File: config.mk
export PLATFORM = sky130hd
export DESIGN_NAME = bit_selection_16x8_seq
export DESIGN_NICKNAME = d
export VERILOG_FILES = /design/src/rtl/bit_selection_pkg.sv /design/src/rtl/bit_selection_16x8_comb.sv /design/src/rtl/bit_selection_16x8_seq.sv
export SDC_FILE = /design/constraint.sdc
export NUM_CORES = 1
export LEC_CHECK = 0
export ABC_CLOCK_PERIOD_IN_PS = 1000
export CAP_MARGIN = 20
export CORE_MARGIN = 3
export CORE_UTILIZATION = 30
export CTS_CLUSTER_SIZE = 14
export DETAILED_ROUTE_END_ITERATION = 12
export DONT_BUFFER_PORTS = 1
export PLACE_DENSITY_LB_ADDON = 0.3
export SLEW_MARGIN = 20
export SYNTH_ARGS = -nofsm -noshare
export SYNTH_HDL_FRONTEND = slang
export SYNTH_HIERARCHICAL = 1
export SYNTH_SLANG_ARGS = --single-unit
File: constraint.sdc
create_clock -name clk -period 1 [get_ports clk]
set_input_delay 0.1 -clock clk [delete_from_list [all_inputs] [get_ports clk]]
set_output_delay 0.1 -clock clk [all_outputs]
set_load 0.01 [all_outputs]
File: src/rtl/bit_selection_pkg.sv
// bit_selection_pkg
//   Shared constants for the 16->8 bit selection block: bus widths, the
//   command field layout and the dummy byte driven when no valid data
//   is present.
//   Optional build macro used by the top: BIT_SELECTION_ASSERT_EN.
package bit_selection_pkg;

  localparam int DATA_WIDTH     = 16;
  localparam int COMMAND_WIDTH  = 4;                 // $clog2(DATA_WIDTH)
  localparam int OUT_DATA_WIDTH = DATA_WIDTH / 2;    // 8

  // Command layout: cmd[3] enables the shift, cmd[2:0] is shift code k.
  localparam int SHIFT_EN_BIT   = 3;
  localparam int SHIFT_CODE_MSB = 2;
  localparam int SHIFT_CODE_LSB = 0;
  localparam int SHIFT_CODE_W   = SHIFT_CODE_MSB - SHIFT_CODE_LSB + 1;

  // Byte presented whenever the output is not valid.
  localparam logic [OUT_DATA_WIDTH-1:0] DUMMY_DATA = 8'h00;

  // Shift-amount width: large enough to hold k+1 (1..8).
  localparam int SHAMT_W = SHIFT_CODE_W + 1;

endpackage

File: src/rtl/bit_selection_16x8_comb.sv
// bit_selection_16x8_comb
//   Purely combinational 16->8 selector.
//     cmd[3]=0 : sel = data[7:0]           (k ignored)
//     cmd[3]=1 : sel = data[k+8:k+1]       (right shift by k+1, 1..8)
//   Bit order inside the byte is preserved.
// Ports:
//   data [DATA_WIDTH-1:0]     source word
//   cmd  [COMMAND_WIDTH-1:0]  {shift_en, k[2:0]}
//   sel  [OUT_DATA_WIDTH-1:0] selected byte
module bit_selection_16x8_comb
  import bit_selection_pkg::*;
#(
  parameter int DATA_WIDTH    = bit_selection_pkg::DATA_WIDTH,
  parameter int COMMAND_WIDTH = bit_selection_pkg::COMMAND_WIDTH
) (
  input  logic [DATA_WIDTH-1:0]      data,
  input  logic [COMMAND_WIDTH-1:0]   cmd,
  output logic [DATA_WIDTH/2-1:0]    sel
);

  localparam int OUT_W = DATA_WIDTH / 2;

  logic [SHAMT_W-1:0]    shamt;
  logic [DATA_WIDTH-1:0] shifted;

  // k+1 is computed in SHAMT_W bits so k=7 gives 8 rather than wrapping to 0.
  always_comb begin
    shamt = '0;
    if (cmd[SHIFT_EN_BIT])
      shamt = {1'b0, cmd[SHIFT_CODE_MSB:SHIFT_CODE_LSB]} + SHAMT_W'(1);
  end

  // Logical right shift; the largest shift (8) still leaves a full byte
  // of real source bits in the low half, so zero fill never reaches sel.
  assign shifted = data >> shamt;

  // One output bit per generate iteration keeps the byte order explicit.
  for (genvar i = 0; i < OUT_W; i++) begin : g_bit
    assign sel[i] = shifted[i];
  end

endmodule

File: src/rtl/bit_selection_16x8_seq.sv
// bit_selection_16x8_seq
//   Registered 16->8 bit selector, one-cycle latency, throughput 1/clock,
//   no back-pressure. The only state is the output register pair.
//   Optional macro BIT_SELECTION_ASSERT_EN compiles in simulation
//   assertions; without it no assertion code exists and behaviour is
//   identical.
// Ports:
//   clk        clock, rising edge
//   rst_n      asynchronous active-low reset (clears outputs immediately)
//   i_valid    input qualifier
//   i_data_bus [DATA_WIDTH-1:0] source word
//   i_en       clock enable; 0 holds the outputs
//   i_cmd      [COMMAND_WIDTH-1:0] {shift_en, k}
//   o_valid    registered output qualifier
//   o_data_bus [DATA_WIDTH/2-1:0] registered byte (DUMMY_DATA when !o_valid)
module bit_selection_16x8_seq
  import bit_selection_pkg::*;
#(
  parameter int DATA_WIDTH    = 16,  // only 16 supported
  parameter int COMMAND_WIDTH = 4    // only 4 supported
) (
  input  logic                       clk,
  input  logic                       rst_n,
  input  logic                       i_valid,
  input  logic [DATA_WIDTH-1:0]      i_data_bus,
  input  logic                       i_en,
  input  logic [COMMAND_WIDTH-1:0]   i_cmd,
  output logic                       o_valid,
  output logic [DATA_WIDTH/2-1:0]    o_data_bus
);

  localparam int OUT_DATA_W = DATA_WIDTH / 2;
  localparam int STAGES     = 1;

  logic [OUT_DATA_W-1:0] sel;
  logic [OUT_DATA_W-1:0] data_q;
  // vld_pipe[0] is the incoming qualifier; vld_pipe[STAGES] is the register.
  logic [STAGES:0]       vld_pipe;

  bit_selection_16x8_comb #(
    .DATA_WIDTH    (DATA_WIDTH),
    .COMMAND_WIDTH (COMMAND_WIDTH)
  ) u_comb (
    .data (i_data_bus),
    .cmd  (i_cmd),
    .sel  (sel)
  );

  assign vld_pipe[0] = i_valid;

  // The data register is forced to the dummy byte on invalid input so that
  // stale bytes never sit behind o_valid=0.
  always_ff @(posedge clk or negedge rst_n) begin
    if (!rst_n) begin
      vld_pipe[STAGES:1] <= '0;
      data_q             <= DUMMY_DATA;
    end else if (i_en) begin
      vld_pipe[STAGES:1] <= vld_pipe[STAGES-1:0];
      data_q             <= i_valid ? sel : DUMMY_DATA;
    end
  end

  assign o_valid    = vld_pipe[STAGES];
  assign o_data_bus = data_q;

`ifdef BIT_SELECTION_ASSERT_EN
  a_dummy_when_invalid : assert property (
    @(posedge clk) disable iff (!rst_n) !o_valid |-> (o_data_bus == DUMMY_DATA));

  a_inputs_known : assert property (
    @(posedge clk) disable iff (!rst_n)
    (i_en && i_valid) |-> !$isunknown({i_cmd, i_data_bus}));

  a_reset_clears_valid : assert property (
    @(posedge clk) !rst_n |-> !o_valid);
`else
`endif

endmodule

== Word-level counts from Yosys, hierarchy flattened ==
Cells that the tools add are included.
Storage, ports and cells
  input port bits: 24
  bits in registers: 9
Cells by class
  shift operators: 1
  muxes and demuxes: 2
  $add $sub $neg: 1
Operator list (count)
  $shr A16 B4 Y8: 1
  $mux W8: 1
  $add A3 B1 Y4 const B: 1
  $mux W4: 1

== Longest topological paths before layout ==
Gate-level depths: netlist (run 1).
  word-level depth: 4
  mapped depth: 10
  depth with buffers taken out: 8

== By module ==
Netlist (run 1), hierarchy kept.
Modules (own cells, without submodules)
  bit_selection_16x8_comb: area an instance 748.2 um^2, times used 1, seq. area each 0.0 um^2, cells each 106
  bit_selection_16x8_seq: area an instance 429.2 um^2, times used 1, seq. area each 225.2 um^2, cells each 37

== Least setup slack after synthesis (run 1) ==
Ideal clock, no wire load.
  path kind: input port to flip-flop
  start: input i_cmd[0]
  end: register data_q[7], in the netlist o_data_bus[7]
  buffers on the path: 1
  setup slack: -0.741 ns
  data arrival time: 1.622 ns
  stages: 8
  required time: 0.881 ns
  cells stage by stage: ha_1 buf_2 nand2_2 mux2_1 a221o_1 a32o_1 nand3_1 o21ai_2
Between the ends
  cells in the longest elaborated chain, start to end: 4
RTL lines
  start, declared: RTL line bit_selection_16x8_seq.sv:27  | input logic [COMMAND_WIDTH-1:0] i_cmd,
  $add A3 B1 Y4: RTL line bit_selection_16x8_comb.sv:30  | shamt = {1'b0, cmd[SHIFT_CODE_MSB:SHIFT_CODE_LSB]} + SHAMT_W'(1);
  $mux W4: RTL line bit_selection_16x8_comb.sv:29  | if (cmd[SHIFT_EN_BIT])
  $shr A16 B4 Y8: RTL line bit_selection_16x8_comb.sv:35  | assign shifted = data >> shamt;
  net sel[7]: RTL line bit_selection_16x8_seq.sv:35  | logic [OUT_DATA_W-1:0] sel;
  $mux W8: RTL line bit_selection_16x8_seq.sv:59  | data_q <= i_valid ? sel : DUMMY_DATA;
  end signal, assigned: RTL line bit_selection_16x8_seq.sv:59
  end, declared: RTL line bit_selection_16x8_seq.sv:36  | logic [OUT_DATA_W-1:0] data_q;
The timed path passes the listed nets, and every way through them passes these cells.
A chain may end at the register's enable or synchronous reset.

== Worst setup path after layout (run 1) ==
  start: input i_cmd[1]
  end: register data_q[7], in the netlist o_data_bus[7]
Same word-level chain as after synthesis.

==> results.md, run 1 <==
- Status: finished with violations
- Failing checks: negative hold slack, negative setup slack
- Met2 wire length: 1750 um
- Fmax: 780 MHz
- Residual DRC count: 0
- Setup TNS: -1.56 ns
- Syn Area/Cell: 8.23 um2
- Synth top area cells: dfrtp_1 (19%), mux2i_1 (14%), a21oi_1 (7.7%)
- Die W: 68.6 um
- Worst clock skew: 0 ns
- Hold_sp: i_en
- Total gr overflow: 0
- Top Metal Used: met4
- Worst setup EP type: flop
- Sequential element share of the synthesized area: 19.1%
- Worst-path clk slew: 0.05 ns
- Ant. Diodes: 0
- Synth Instances: 143
- Crit-path cells: ha_4 > nand2_8 > mux2_4 > a221o_1 > a32o_1 > nand3_1 > o21ai_2
- Synthesized flop and latch total: 9
- Critical path origin: i_cmd[1]
- Sink Count: 9
- Total GRT Usage: 15.1%
- Crit-path max cell delay: 0.30 ns
- Core area: 3720 um2
- Crit-path leading delay family: compound AO/OA/AOI/OAI gates
- Fillers: 373
- Vias in the first global route: 1135
- Maximum VDD drop: 0.494 mV
- Die area: 4710 um2
- Final setup viols: 8
- Netlist cell types: 38
- Crit Path Max Fanout: 7
- Core Rows: 22
- Detail Placement HPWL: 2680 um
- Max_cap viols: 0
- CP Launch Type: primary input
- Buf/Inv on CP: 0
- Fin. Hold Viols: 8
- RSZ-0062 raised after global routing: yes
- Initial DRC Count: 48
- Area leader, netlist: dfrtp_1
- First-pass GRT wire length: 5460 um
- Final Critical Period: 1.28 ns
- Pwr dens: 1010 nW/um2
- Clk Latency, worst-skew pair: 0.22 ns
- Synthesis-to-layout area growth: 23.7%
- Post-DRT Antenna Nets: 0
- Starting Density: 31.7%
- Slew HR: 71.9%
- Via Count: 1179
- Commonest non-fill, non-tap cells in the layout: buf_4 (23), a21oi_1 (16), mux2i_1 (13)
- Least-Margin Pin Slew: 0.420 ns
- Port bufs: 0
- Worst R2R Start: o_valid$_DFFE_PN0P_
- Final setup margin: -0.281 ns
- CTS Buf Count: 3
- H-tree Lvls: 1
- Hold Path Class: primary input to flop
- Routed wl met3: 231 um
- Type of the worst setup path: primary input to flop
- Yosys top cell area share: 19.1%
- Placed inst area: 1320 um2
- CTS root buf: clkbuf_8
- Hold_ws: -0.0507 ns
- Layout Nets: 186
- Die height: 68.6 um
- CTS max path bufs: 2
- CP required: 1.12 ns
- Share of cells above drive strength 1: 33.8%
- Post-Place Setup Slack: -0.578 ns
- Vias/cell: 5.67
- CTS tree: built
- Hold-fix buffers at CTS: 1
- Leak pwr: 0.596 nW
- Ports: 33
- Arr. time, crit path: 1.40 ns
- Crit share post-route: 128%
- Final Max Slew Viols: 0
- CP max stage cell: ha_4
- Finished Cell Area: 1460 um2
- Wirelength, routed: 3480 um
- Antenna violations before repair: 0
- Netlist Area Pre-Place: 1180 um2
- Commonest non-fill, non-tap cell in the layout: buf_4
- Largest net degree at the start of global routing: 20
- GP Congestion: 0.870
- Met1 wire length: 1430 um
- Yosys Warn Count: 6
- Avg WL per Cell: 16.7 um
- Syn_nets: 168
- Pre-antenna DRT Iters: 4
stage by stage:
step / utilization, % / std cells / total power [mW] / hold slack, ns
2_1_floorplan: - / 143 / 0.911 / -0.196
3_3_place_gp: 35.5 / 198 / 0.982 / -0.195
3_5_place_dp: 35.5 / 198 / 0.992 / -0.195
4_1_cts: 38.3 / 207 / 1.45 / -0.0557
5_1_grt: 39.2 / 208 / 1.56 / -0.0665
6_report: 39.2 / 208 / 1.48 / -0.0507
path summary, 6_finish.rpt:
check | to | slack (ns) | depth (start not counted)
max | o_data_bus[7]$_DFFE_PN0P_ | -0.28 | 7
min | o_data_bus[2]$_DFFE_PN0P_ | -0.05 | 1
max reg2reg | o_valid$_DFFE_PN0P_ | 0.19 | 1
min reg2reg | o_data_bus[6]$_DFFE_PN0P_ | 0.57 | 2
max in group asynchronous | o_valid$_DFFE_PN0P_ | 0.46 | 1
min in group asynchronous | o_data_bus[1]$_DFFE_PN0P_ | 0.24 | 1
flip-flops by register name, summed over array words and instances, names as in the netlist:
signal      count
o_valid         1
o_data_bus      8
cells by family after synthesis:
kind of cell             share of synthesized area [%]
AO/OA/AOI/OAI                                     29.3
XOR/XNOR                                          2.34
AND/OR/NAND/NOR                                   17.7
multiplexers                                      19.7
adder cells (fa/ha/maj)                           1.06
buffers and inverters                             10.7
flip-flops                                        19.1
routing by layer:
metal | GRT usage (%) | up-vias
met5 | 0 | -
met3 | 3.24 | 6
li1 | - | 571
met1 | 19.4 | 572
met4 | 3.97 | 0
met2 | 25.4 | 30
synthesized netlist by cell type, drive strengths merged:
cell type / n
a21oi: 18
o21ai: 17
mux2i: 16
buf: 12
nand3: 12
dfrtp: 9
inv: 9
a211oi: 7
nand2: 7
mux2: 6
nor2: 4
nor2b: 3
a221o: 2
and3: 2
nand2b: 2
nand3b: 2
nand4: 2
nor3b: 2
o22ai: 2
a211o: 1
a22o: 1
a31oi: 1
a32o: 1
and2: 1
ha: 1
o2111ai: 1
o211ai: 1
xor2: 1
power breakdown:
group	total, mW	leakage, nW	internal [mW]	switching, mW
Sequential	0.460	0.116	0.409	0.0516
Combinational	0.603	0.457	0.315	0.288
Clock	0.412	0.0228	0.277	0.135
Total	1.48	0.596	1.00	0.475
layout make-up:
class / instances / area, um2 / area share (%)
inverter: 9 / 33.8 / 2.32
clock buffer: 4 / 45.0 / 3.09
multi-input combinational: 114 / 910 / 62.5
tap: 48 / 60.1 / 4.12
sequential: 9 / 225 / 15.5
timing repair buffer: 24 / 183 / 12.5
what timing repair did:
item,4_1_cts,5_1_grt
setup buffers,3,1
endpoints found under the hold margin,17,8
gates resized for setup,3,8
gates cloned,1,0
endpoints found under the setup margin,8,8
pin swaps,5,8
Note: power is estimated with default switching activity, not from simulation.
==> run 2: changes to the inputs <==
--- a/config.mk
+++ b/config.mk
@@ -7,13 +7,15 @@
 export LEC_CHECK = 0
 export ABC_CLOCK_PERIOD_IN_PS = 1000
 export CAP_MARGIN = 20
+export CELL_PAD_IN_SITES_DETAIL_PLACEMENT = 1
+export CELL_PAD_IN_SITES_GLOBAL_PLACEMENT = 2
 export CORE_MARGIN = 3
 export CORE_UTILIZATION = 30
 export CTS_CLUSTER_SIZE = 14
 export DETAILED_ROUTE_END_ITERATION = 12
 export DONT_BUFFER_PORTS = 1
 export PLACE_DENSITY_LB_ADDON = 0.3
-export SLEW_MARGIN = 20
+export SLEW_MARGIN = 25
 export SYNTH_ARGS = -nofsm -noshare
 export SYNTH_HDL_FRONTEND = slang
 export SYNTH_HIERARCHICAL = 1
==> results.md, run 2 (synthesis results as in run 1) <==
- Status: finished with violations
- Failing checks: negative hold slack, negative setup slack
- Commonest non-fill, non-tap cells in the layout: buf_4 (21), mux2i_1 (15), a21oi_1 (14)
- Total GRT Usage: 17.1%
- Ant. Diodes: 0
- GP Congestion: 0.803
- Sink Count: 9
- Core Rows: 22
- Leak pwr: 0.602 nW
- CTS root buf: clkbuf_8
- CTS tree: built
- Synthesis-to-layout area growth: 25.7%
- Worst clock skew: 0 ns
- Hold Path Class: primary input to flop
- Core area: 3720 um2
- Vias/cell: 5.62
- Commonest non-fill, non-tap cell in the layout: buf_4
- Final setup margin: -0.287 ns
- Max reg flops: 8
- Die area: 4710 um2
- RSZ-0062 raised after global routing: yes
- Overall Power: 1.50 mW
- Wirelength, routed: 3870 um
- Worst setup EP type: flop
- Least-Margin Pin Slew: 0.410 ns
- Die W: 68.6 um
- Final Critical Period: 1.29 ns
- CP Launch Type: primary input
- Total gr overflow: 0
- Die height: 68.6 um
- Antenna violations before repair: 0
- Arr. time, crit path: 1.41 ns
- Clk Latency, worst-skew pair: 0.23 ns
- Layout Nets: 185
- Worst-path clk slew: 0.05 ns
- Residual DRC count: 0
- H-tree Lvls: 1
- Post-DRT Antenna Nets: 0
- Final Max Slew Viols: 0
- Via Count: 1164
- Crit share post-route: 129%
- Type of the worst setup path: primary input to flop
- CTS Buf Count: 3
- Ports: 33
- Fin. Hold Viols: 8
- Placed inst area: 1330 um2
- Finished Cell Area: 1480 um2
- Hold-fix buffers at CTS: 1
- Avg WL per Cell: 18.7 um
- Share of cells above drive strength 1: 36.5%
- Vias in the first global route: 1194
- Pwr dens: 1010 nW/um2
- Port bufs: 0
- Core Util, Final: 39.8%
- Starting Density: 31.7%
- Initial DRC Count: 75
- Crit Path Max Fanout: 9
- Hold_ws: -0.0612 ns
- Final setup viols: 8
- Maximum VDD drop: 0.663 mV
- Detail Placement HPWL: 3000 um
- First-pass GRT wire length: 5910 um
- Slew HR: 72.6%
- Largest net degree at the start of global routing: 20
- Fmax: 777 MHz
- Max_cap viols: 0
- CP required: 1.13 ns
- CTS max path bufs: 2
- Pre-antenna DRT Iters: 4
[run 2: metal layers]
metal,vias up,GRT usage [%],wire length [um]
met2,31,28.2,1800
met1,563,20.8,1700
li1,562,-,-
met5,-,0,0
met3,8,3.24,274
met4,0,9.18,96
[run 2: per-stage QoR]
stage	std cells	setup WS [ns]	TNS, ns	hold WS (ns)
2_1_floorplan	143	-0.542	-3.02	-0.196
3_3_place_gp	200	-0.515	-3.72	-0.195
3_5_place_dp	200	-0.544	-3.90	-0.195
4_1_cts	207	-0.268	-1.70	-0.0700
5_1_grt	207	-0.319	-1.96	-0.0752
6_report	207	-0.287	-1.66	-0.0612
[run 2: timing repair]
action	CTS	global route
resized for setup	2	14
buffers inserted	1	0
pin swaps	8	6
hold endpoints to repair	17	8
cloned	1	0
endpoints found under the setup margin	8	8
[run 2: cell type report]
cell class / count / area [um2]
sequential: 9 / 225
inverter: 9 / 33.8
tap: 48 / 60.1
multi-input combinational: 114 / 937
fill: 452 / 2240
timing repair buffer: 23 / 179
clock buffer: 4 / 45.0
[run 2: final timing paths]
| path | startpoint | to | slack, ns | cells past startpoint |
|---|---|---|---|---|
| hold reg to reg | o_data_bus[0]$_DFFE_PN0P_ | o_data_bus[0]$_DFFE_PN0P_ | 0.57 | 2 |
| setup / recovery | i_cmd[1] | o_data_bus[7]$_DFFE_PN0P_ | -0.29 | 7 |
| setup reg to reg | o_valid$_DFFE_PN0P_ | o_valid$_DFFE_PN0P_ | 0.20 | 1 |
| min in group asynchronous | rst_n | o_data_bus[6]$_DFFE_PN0P_ | 0.23 | 1 |
| hold / removal | i_en | o_data_bus[3]$_DFFE_PN0P_ | -0.06 | 1 |
| max in group asynchronous | rst_n | o_valid$_DFFE_PN0P_ | 0.48 | 1 |
[run 2: worst max-delay path: stages]
cell	delay [ns]
ha_4	0.29
nand2_8	0.08
mux2_4	0.31
a221o_1	0.30
a32o_2	0.23
nand3_2	0.06
o21ai_2	0.05
[run 2: where the power goes]
part,leakage [nW],internal (mW),switching (mW)
combinational,0.464,0.315,0.300
clock,0.0228,0.278,0.148
sequential,0.116,0.409,0.0520
